## config.mk

```make
export PLATFORM = sky130hd
export DESIGN_NAME = rmii_rx_frame
export DESIGN_NICKNAME = d
export VERILOG_FILES = /design/src/rtl/rmii_rx_frame.sv
export SDC_FILE = /design/constraint.sdc
export NUM_CORES = 1
export LEC_CHECK = 0
export ABC_AREA = 1
export ABC_CLOCK_PERIOD_IN_PS = 5600
export BUFFER_PORTS_ARGS = -buffer_cell sky130_fd_sc_hd__buf_2
export CORE_MARGIN = 4
export CORE_UTILIZATION = 37
export CTS_CLUSTER_DIAMETER = 50
export DETAILED_ROUTE_END_ITERATION = 16
export PLACE_DENSITY = 0.65
export RECOVER_POWER = 50
export SLEW_MARGIN = 20
export SYNTH_ARGS = -nofsm -noshare
export SYNTH_HDL_FRONTEND = slang
export SYNTH_SLANG_ARGS = --single-unit
```

## constraint.sdc

```tcl
create_clock -name clk -period 5.6 [get_ports clk]
set_clock_uncertainty 0.2 [all_clocks]
set_input_delay 0.56 -clock clk [delete_from_list [all_inputs] [get_ports clk]]
set_output_delay 0.56 -clock clk [all_outputs]
set_load 0.005 [all_outputs]
```

## src/rtl/rmii_rx_frame.sv

```systemverilog
`default_nettype none
// ============================================================================
// Module   : rmii_rx_frame
// Brief    : RMII 100 Mb/s receive framer: preamble/SFD strip, byte assembly,
//            CRC-32/length check, 32-bit payload word capture, frame counters.
//            Optional build macro RMII_RX_ADDR_FILTER_EN enables dest-MAC filtering.
// Revision : 1.0 - initial release
// ============================================================================
module rmii_rx_frame #(
    parameter int          DATA_OFFSET = 14,
    parameter int          MIN_LEN     = 64,
    parameter int          MAX_LEN     = 1518,
    parameter int          PRE_MAX     = 32,
    parameter logic [47:0] LOCAL_MAC   = 48'h00_0A_35_01_02_03
) (
    input  logic        clk,
    input  logic        rst,
    input  logic [1:0]  rxd,
    input  logic        crs_dv,
    input  logic        rx_er,
    output logic [31:0] data_out,
    output logic        data_valid,
    output logic        frame_ok,
    output logic        frame_err,
    output logic        busy,
    output logic [15:0] good_cnt,
    output logic [7:0]  err_cnt
);
    localparam int c_CNT_W = $clog2(MAX_LEN + 2);
    localparam int c_PRE_W = $clog2(PRE_MAX + 2);
    localparam logic [c_CNT_W-1:0] c_OFF_LO  = c_CNT_W'(DATA_OFFSET);
    localparam logic [c_CNT_W-1:0] c_OFF_HI  = c_CNT_W'(DATA_OFFSET + 4);
    localparam logic [c_CNT_W-1:0] c_MIN     = c_CNT_W'(MIN_LEN);
    localparam logic [c_CNT_W-1:0] c_MAX     = c_CNT_W'(MAX_LEN);
    localparam logic [c_PRE_W-1:0] c_PRE_MAX = c_PRE_W'(PRE_MAX);
    localparam logic [31:0] c_CRC_INIT    = 32'hFFFF_FFFF;
    localparam logic [31:0] c_CRC_POLY    = 32'hEDB8_8320;
    localparam logic [31:0] c_CRC_RESIDUE = 32'hC704_DD7B;

    typedef enum logic [2:0] {S_IDLE, S_PREAMBLE, S_DATA, S_END, S_DROP} state_t;

    function automatic logic [31:0] crc_dibit(input logic [31:0] c, input logic [1:0] d);
        logic [31:0] r;
        r = c;
        for (int i = 0; i < 2; i++) begin
            r = (r >> 1) ^ ((r[0] ^ d[i]) ? c_CRC_POLY : 32'h0);
        end
        return r;
    endfunction

    function automatic logic [31:0] bit_rev32(input logic [31:0] v);
        logic [31:0] r;
        for (int i = 0; i < 32; i++) r[i] = v[31-i];
        return r;
    endfunction

    state_t               state_q, state_d;
    logic [1:0]           rxd_q;
    logic                 crs_q, er_q, smp_vld_q;
    logic                 armed_q, armed_d;
    logic [c_PRE_W-1:0]   pre_cnt_q, pre_cnt_d;
    logic                 seen01_q, seen01_d;
    logic [1:0]           phase_q, phase_d;
    logic [5:0]           byte_q, byte_d;
    logic [c_CNT_W-1:0]   byte_cnt_q, byte_cnt_d;
    logic [31:0]          crc_q, crc_d;
    logic [31:0]          shadow_q, shadow_d;
    logic [2:0]           shadow_n_q, shadow_n_d;
    logic                 err_q, err_d, low_q, low_d;
    logic [31:0]          data_out_q, data_out_d;
    logic                 data_valid_q, data_valid_d, frame_ok_q, frame_ok_d;
    logic                 frame_err_q, frame_err_d;
    logic [15:0]          good_cnt_q, good_cnt_d;
    logic [7:0]           err_cnt_q, err_cnt_d;
    logic                 mac_local_q, mac_local_d, mac_bcast_q, mac_bcast_d;
    logic [7:0]           w_byte, w_mac_byte;
    logic                 w_good, w_addr_ok, w_align;

`ifdef RMII_RX_ADDR_FILTER_EN
    always_comb begin
        w_mac_byte = 8'h00;
        case (byte_cnt_q[2:0])
            3'd0:    w_mac_byte = LOCAL_MAC[47:40];
            3'd1:    w_mac_byte = LOCAL_MAC[39:32];
            3'd2:    w_mac_byte = LOCAL_MAC[31:24];
            3'd3:    w_mac_byte = LOCAL_MAC[23:16];
            3'd4:    w_mac_byte = LOCAL_MAC[15:8];
            default: w_mac_byte = LOCAL_MAC[7:0];
        endcase
    end
    assign w_addr_ok = mac_local_q | mac_bcast_q;
`else
    logic w_unused_mac;
    assign w_unused_mac = ^{LOCAL_MAC, mac_local_q, mac_bcast_q, w_mac_byte};
    assign w_mac_byte   = 8'h00;
    assign w_addr_ok    = 1'b1;
`endif

    assign w_byte = {rxd_q, byte_q};

    always_comb begin
        state_d      = state_q;
        armed_d      = armed_q | (smp_vld_q & ~crs_q);
        pre_cnt_d    = pre_cnt_q;
        seen01_d     = seen01_q;
        phase_d      = phase_q;
        byte_d       = byte_q;
        byte_cnt_d   = byte_cnt_q;
        crc_d        = crc_q;
        shadow_d     = shadow_q;
        shadow_n_d   = shadow_n_q;
        err_d        = err_q;
        low_d        = low_q;
        data_out_d   = data_out_q;
        data_valid_d = 1'b0;
        frame_ok_d   = 1'b0;
        frame_err_d  = 1'b0;
        good_cnt_d   = good_cnt_q;
        err_cnt_d    = err_cnt_q;
        mac_local_d  = mac_local_q;
        mac_bcast_d  = mac_bcast_q;
        w_align      = phase_q != 2'd0;
        w_good       = 1'b0;
        case (state_q)
            S_IDLE: begin
                // After reset, wait for carrier to drop so a frame already in flight is ignored
                if (crs_q && armed_q) begin
                    state_d   = S_PREAMBLE;
                    pre_cnt_d = '0;
                    seen01_d  = 1'b0;
                end
            end
            S_PREAMBLE: begin
                pre_cnt_d = pre_cnt_q + 1'b1;
                if (!crs_q) begin
                    state_d = S_IDLE;
                end else if (rxd_q == 2'b11 && seen01_q) begin
                    state_d     = S_DATA;
                    phase_d     = 2'd0;
                    byte_cnt_d  = '0;
                    crc_d       = c_CRC_INIT;
                    shadow_n_d  = 3'd0;
                    err_d       = 1'b0;
                    low_d       = 1'b0;
                    mac_local_d = 1'b1;
                    mac_bcast_d = 1'b1;
                end else if (pre_cnt_q >= c_PRE_MAX) begin
                    state_d = S_DROP;
                end else if (rxd_q == 2'b01) begin
                    seen01_d = 1'b1;
                end else if (!(rxd_q == 2'b00 && !seen01_q)) begin
                    state_d = S_DROP;
                end
            end
            S_DATA: begin
                if (er_q) err_d = 1'b1;
                if (!crs_q && (phase_q == 2'd0 || low_q)) begin
                    state_d = S_END;
                    w_good  = (bit_rev32(crc_q) == c_CRC_RESIDUE) && (byte_cnt_q >= c_MIN) &&
                              (byte_cnt_q <= c_MAX) && !err_d && !w_align && (shadow_n_q == 3'd4);
                    if (w_addr_ok) begin
                        if (w_good) begin
                            frame_ok_d   = 1'b1;
                            data_valid_d = 1'b1;
                            data_out_d   = shadow_q;
                            good_cnt_d   = good_cnt_q + 1'b1;
                        end else begin
                            frame_err_d = 1'b1;
                            err_cnt_d   = (err_cnt_q == 8'hFF) ? err_cnt_q : err_cnt_q + 1'b1;
                        end
                    end
                end else begin
                    // A lone low crs_dv mid-byte is RMII carrier toggling; the dibit is still data
                    low_d   = !crs_q;
                    crc_d   = crc_dibit(crc_q, rxd_q);
                    byte_d  = w_byte[7:2];
                    phase_d = phase_q + 1'b1;
                    if (phase_q == 2'd3) begin
                        byte_cnt_d = byte_cnt_q + 1'b1;
                        if (byte_cnt_q >= c_OFF_LO && byte_cnt_q < c_OFF_HI) begin
                            shadow_d   = {shadow_q[23:0], w_byte};
                            shadow_n_d = shadow_n_q + 1'b1;
                        end
                        if (byte_cnt_q < c_CNT_W'(6)) begin
                            if (w_byte != w_mac_byte) mac_local_d = 1'b0;
                            if (w_byte != 8'hFF)      mac_bcast_d = 1'b0;
                        end
                        if (byte_cnt_q >= c_MAX) begin
                            err_d   = 1'b1;
                            state_d = S_DROP;
                        end
                    end
                end
            end
            S_END: state_d = S_IDLE;
            S_DROP: begin
                if (!crs_q) begin
                    state_d     = S_IDLE;
                    frame_err_d = 1'b1;
                    err_cnt_d   = (err_cnt_q == 8'hFF) ? err_cnt_q : err_cnt_q + 1'b1;
                end
            end
            default: state_d = S_IDLE;
        endcase
    end

    always_ff @(posedge clk or posedge rst) begin
        if (rst) begin
            state_q      <= S_IDLE;
            rxd_q        <= 2'b00;
            crs_q        <= 1'b0;
            er_q         <= 1'b0;
            smp_vld_q    <= 1'b0;
            armed_q      <= 1'b0;
            pre_cnt_q    <= '0;
            seen01_q     <= 1'b0;
            phase_q      <= 2'd0;
            byte_q       <= 6'd0;
            byte_cnt_q   <= '0;
            crc_q        <= c_CRC_INIT;
            shadow_q     <= 32'h0;
            shadow_n_q   <= 3'd0;
            err_q        <= 1'b0;
            low_q        <= 1'b0;
            data_out_q   <= 32'h0;
            data_valid_q <= 1'b0;
            frame_ok_q   <= 1'b0;
            frame_err_q  <= 1'b0;
            good_cnt_q   <= 16'h0;
            err_cnt_q    <= 8'h0;
            mac_local_q  <= 1'b0;
            mac_bcast_q  <= 1'b0;
        end else begin
            state_q      <= state_d;
            rxd_q        <= rxd;
            crs_q        <= crs_dv;
            er_q         <= rx_er;
            smp_vld_q    <= 1'b1;
            armed_q      <= armed_d;
            pre_cnt_q    <= pre_cnt_d;
            seen01_q     <= seen01_d;
            phase_q      <= phase_d;
            byte_q       <= byte_d;
            byte_cnt_q   <= byte_cnt_d;
            crc_q        <= crc_d;
            shadow_q     <= shadow_d;
            shadow_n_q   <= shadow_n_d;
            err_q        <= err_d;
            low_q        <= low_d;
            data_out_q   <= data_out_d;
            data_valid_q <= data_valid_d;
            frame_ok_q   <= frame_ok_d;
            frame_err_q  <= frame_err_d;
            good_cnt_q   <= good_cnt_d;
            err_cnt_q    <= err_cnt_d;
            mac_local_q  <= mac_local_d;
            mac_bcast_q  <= mac_bcast_d;
        end
    end

    assign data_out   = data_out_q;
    assign data_valid = data_valid_q;
    assign frame_ok   = frame_ok_q;
    assign frame_err  = frame_err_q;
    assign busy       = state_q != S_IDLE;
    assign good_cnt   = good_cnt_q;
    assign err_cnt    = err_cnt_q;
endmodule
`default_nettype wire

```

==> results by group <==
Run status
  • Run status: finished, violations left
  • Failing checks: capacitance limit, slew limit

Drt
  • # DRC: 0
  • Uppermost routed layer: met4
  • M1 WL: 7440 um
  • Final ANT Viol Nets: 0
  • Met3 WL: 739 um
  • First DRT Iteration DRCs: 365
  • DR pass1 iterations: 5
  • Via/cell ratio: 4.75
  • Per-cell routed wire length: 13.1 um
  • Total length of routed wires: 15500 um
  • Met2 wire len: 7150 um
  • Via count: 5605

Final layout
  • Most frequent cells in the layout: 206 x nand2_1, 130 x dfrtp_1, 123 x inv_1
  • Area grow syn2layout: 15.4%
  • Share of cells above drive strength 1: 0.166
  • Final nets: 919
  • Diode count: 0
  • Commonest non-fill, non-tap cell in the layout: nand2_1

Floorplan
  • Chip Height: 150 um
  • Starting density of the core: 0.379
  • Core area: 19700 um2
  • Die width: 150 um
  • IO Count: 66
  • Die area: 22500 um2
  • FP Rows: 51

STA
  • Worst rel slew slack: -1.12
  • Hold slack: 0.0381 ns
  • Final min period: 3.58 ns
  • Max-slew violation count: 75
  • F_max: 280 MHz
  • Tcrit/Tclk final: 0.639
  • Final hold violations: 0
  • # setup viols final: 0
  • Worst Tran Pin Value: 3.17 ns
  • Setup tns final: 0 ns
  • Unrepaired setup endpoints after global routing: no

Placement
  • Buffers on Ports: 65
  • Routability congestion estimate: 0.827
  • DPL Wire Length: 10500 um

GRT
  • Total gr overflow: 0
  • Largest net degree at the start of global routing: 75
  • GR Util All Layers: 0.144
  • Vias in the first global route: 5326
  • Initial antenna violation count: 0
  • First-pass GRT wire length: 26100 um

CTS
  • Bufs on Longest Clock Path: 2
  • CTS tree: yes
  • Htree depth: 4
  • Clock transition at the registers of the reported paths: 0.06 ns
  • CTS Buf Count: 17
  • Clock latency on the worst-skew pair: 0.43 ns
  • Cts hold-fix bufs: 0
  • Post-CTS setup buffers: 0
  • # clock sinks: 162
  • Root Driver: clkbuf_16
  • Cts repair resizes: 0

Yosys
  • Adder-cell share of the synthesized area: 0.0168
  • Synth Area in Simple Gates: 0.199
  • Register area share after synthesis: 0.550
  • Syn Nets: 856
  • Largest family of logic cells by synthesized area: simple AND/OR/NAND/NOR gates
  • Synth Area in XOR/XNOR: 0.0319
  • Synth warnings: 0
  • Mapped Cells: 840
  • Syn_area_per_cell: 8.86 um2
  • Synth unique cells: 48
  • Synth Cell Area: 7450 um2
  • #FFs+latches synth: 162
  • Synth Area in Compound Gates: 0.118
  • Post-synthesis mux area share: 0

Min path
  • Hold Crit Class: in -> reg

Run
  • Max cap viols: 1

Power
  • Comb pwr share: 0.165
  • Clock group share of total power: 0.373
  • Pwr Density: 374 nW/um2
  • Max rail drop VDD: 0.194 mV
  • Switching share of power: 0.297
  • Sequential share of power: 0.462
  • Power Internal: 2.26 mW
  • Leak Pwr: 4.22 nW
  • Net Switching: 0.955 mW

Worst setup path
  • Critical path, cell by cell: buf_2 > clkinvlp_2 > clkbuf_2
  • CP arrival: 3.71 ns
  • Crit end category: asynchronous set/reset pin
  • Crit path buf inv count: 3
  • CP max FO: 74
  • Setup CP Type: in -> async
  • Slowest library cell on the worst path: clkinvlp_2
  • Max incr delay on CP: 1.78 ns
  • CP required: 5.73 ns
  • CP startpoint kind: input pin
  • Family with the most delay on the worst path: buffers and inverters
==> final timing paths <==
check                                 from  slack (ns)      endpoint  cells past startpoint
worst max-delay path                   rst        2.02          er_q                      3
worst min-delay path                rxd[1]        0.04      rxd_q[1]                      1
worst max register to register  phase_q[0]        2.75   good_cnt[2]                     10
worst min register to register   smp_vld_q        0.26       armed_q                      2
max in group clk                phase_q[0]        2.75   good_cnt[2]                     10
min in group asynchronous              rst        0.84  data_out[16]                      2
==> state kept, by name, summed over array words and instances (netlist names) <==
register	flops
shadow_q	32
rxd_q	2
data_out	32
err_q	1
err_cnt	8
armed_q	1
crc_q	32
er_q	1
byte_q	6
byte_cnt_q	11
state_q	3
seen01_q	1
smp_vld_q	1
phase_q	2
good_cnt	16
frame_err	1
low_q	1
crs_q	1
frame_ok	1
pre_cnt_q	6
shadow_n_q	3
==> routing by layer <==
layer	vias to the layer above	track usage
li1	2814	-
met1	2672	0.197
met2	101	0.226
met3	18	0.0394
met4	0	0.0403
met5	-	0
==> final cells by class <==
| type | instances | area [um2] |
|---|---|---|
| multi-input combinational | 522 | 2740 |
| timing repair buffer | 68 | 322 |
| tap | 265 | 332 |
| clock inverter | 14 | 169 |
| clock buffer | 18 | 439 |
| fill | 1974 | 11100 |
| sequential | 162 | 4090 |
| inverter | 132 | 502 |
==> synth_stat cells, drive strengths merged <==
master	number	area (um2)
nand2	213	825
inv	132	500
dfrtp	130	3250
o21ai	88	463
nor2	55	245
nand3	34	195
dfstp	32	841
a21oi	23	115
a22oi	19	143
buf	17	97.6
xor2	15	131
nand4	12	75.1
ha	10	125
nor3	10	50.1
xnor2	10	106
clkbuf	7	26.3
o22ai	5	31.3
nand3b	4	46.3
o31ai	4	30.0
a31oi	3	18.8
a32oi	3	26.3
or2	3	18.8
nor4	2	12.5
a2111o	1	11.3
a211oi	1	7.51
a21o	1	7.51
and2	1	6.26
conb	1	3.75
nor3b	1	7.51
o21a	1	7.51
o21bai	1	7.51
o221a	1	11.3
==> cells by family after synthesis <==
kind of cell    Yosys count
simple gates            335
buf+inv                 156
flops                   162
fa+ha+maj                10
other cells               1
compound gates          151
xor+xnor                 25
==> per-stage QoR <==
step           area (um2)  worst slack [ns]   util  total power [mW]  std cells
2_1_floorplan        7450             0.516      -              1.90        840
3_3_place_gp         8010              2.69  0.407              2.03       1149
3_5_place_dp         8010              2.59  0.407              2.04       1149
4_1_cts              8620              2.57  0.438              3.24       1181
5_1_grt              8590              1.31  0.437              3.40       1181
6_report             8590              2.02  0.437              3.21       1181
==> power by group through the flow <==
| stage | clock network, mW | registers, mW | logic, mW |
|---|---|---|---|
| 4_1_cts | 1.22 | 1.49 | 0.539 |
| 2_1_floorplan | 0 | 1.48 | 0.424 |
| 5_1_grt | 1.28 | 1.51 | 0.609 |
| 3_3_place_gp | 0 | 1.50 | 0.522 |
| 3_5_place_dp | 0 | 1.51 | 0.531 |
| 6_report | 1.20 | 1.49 | 0.531 |
Note: power is estimated with default switching activity, not from simulation.
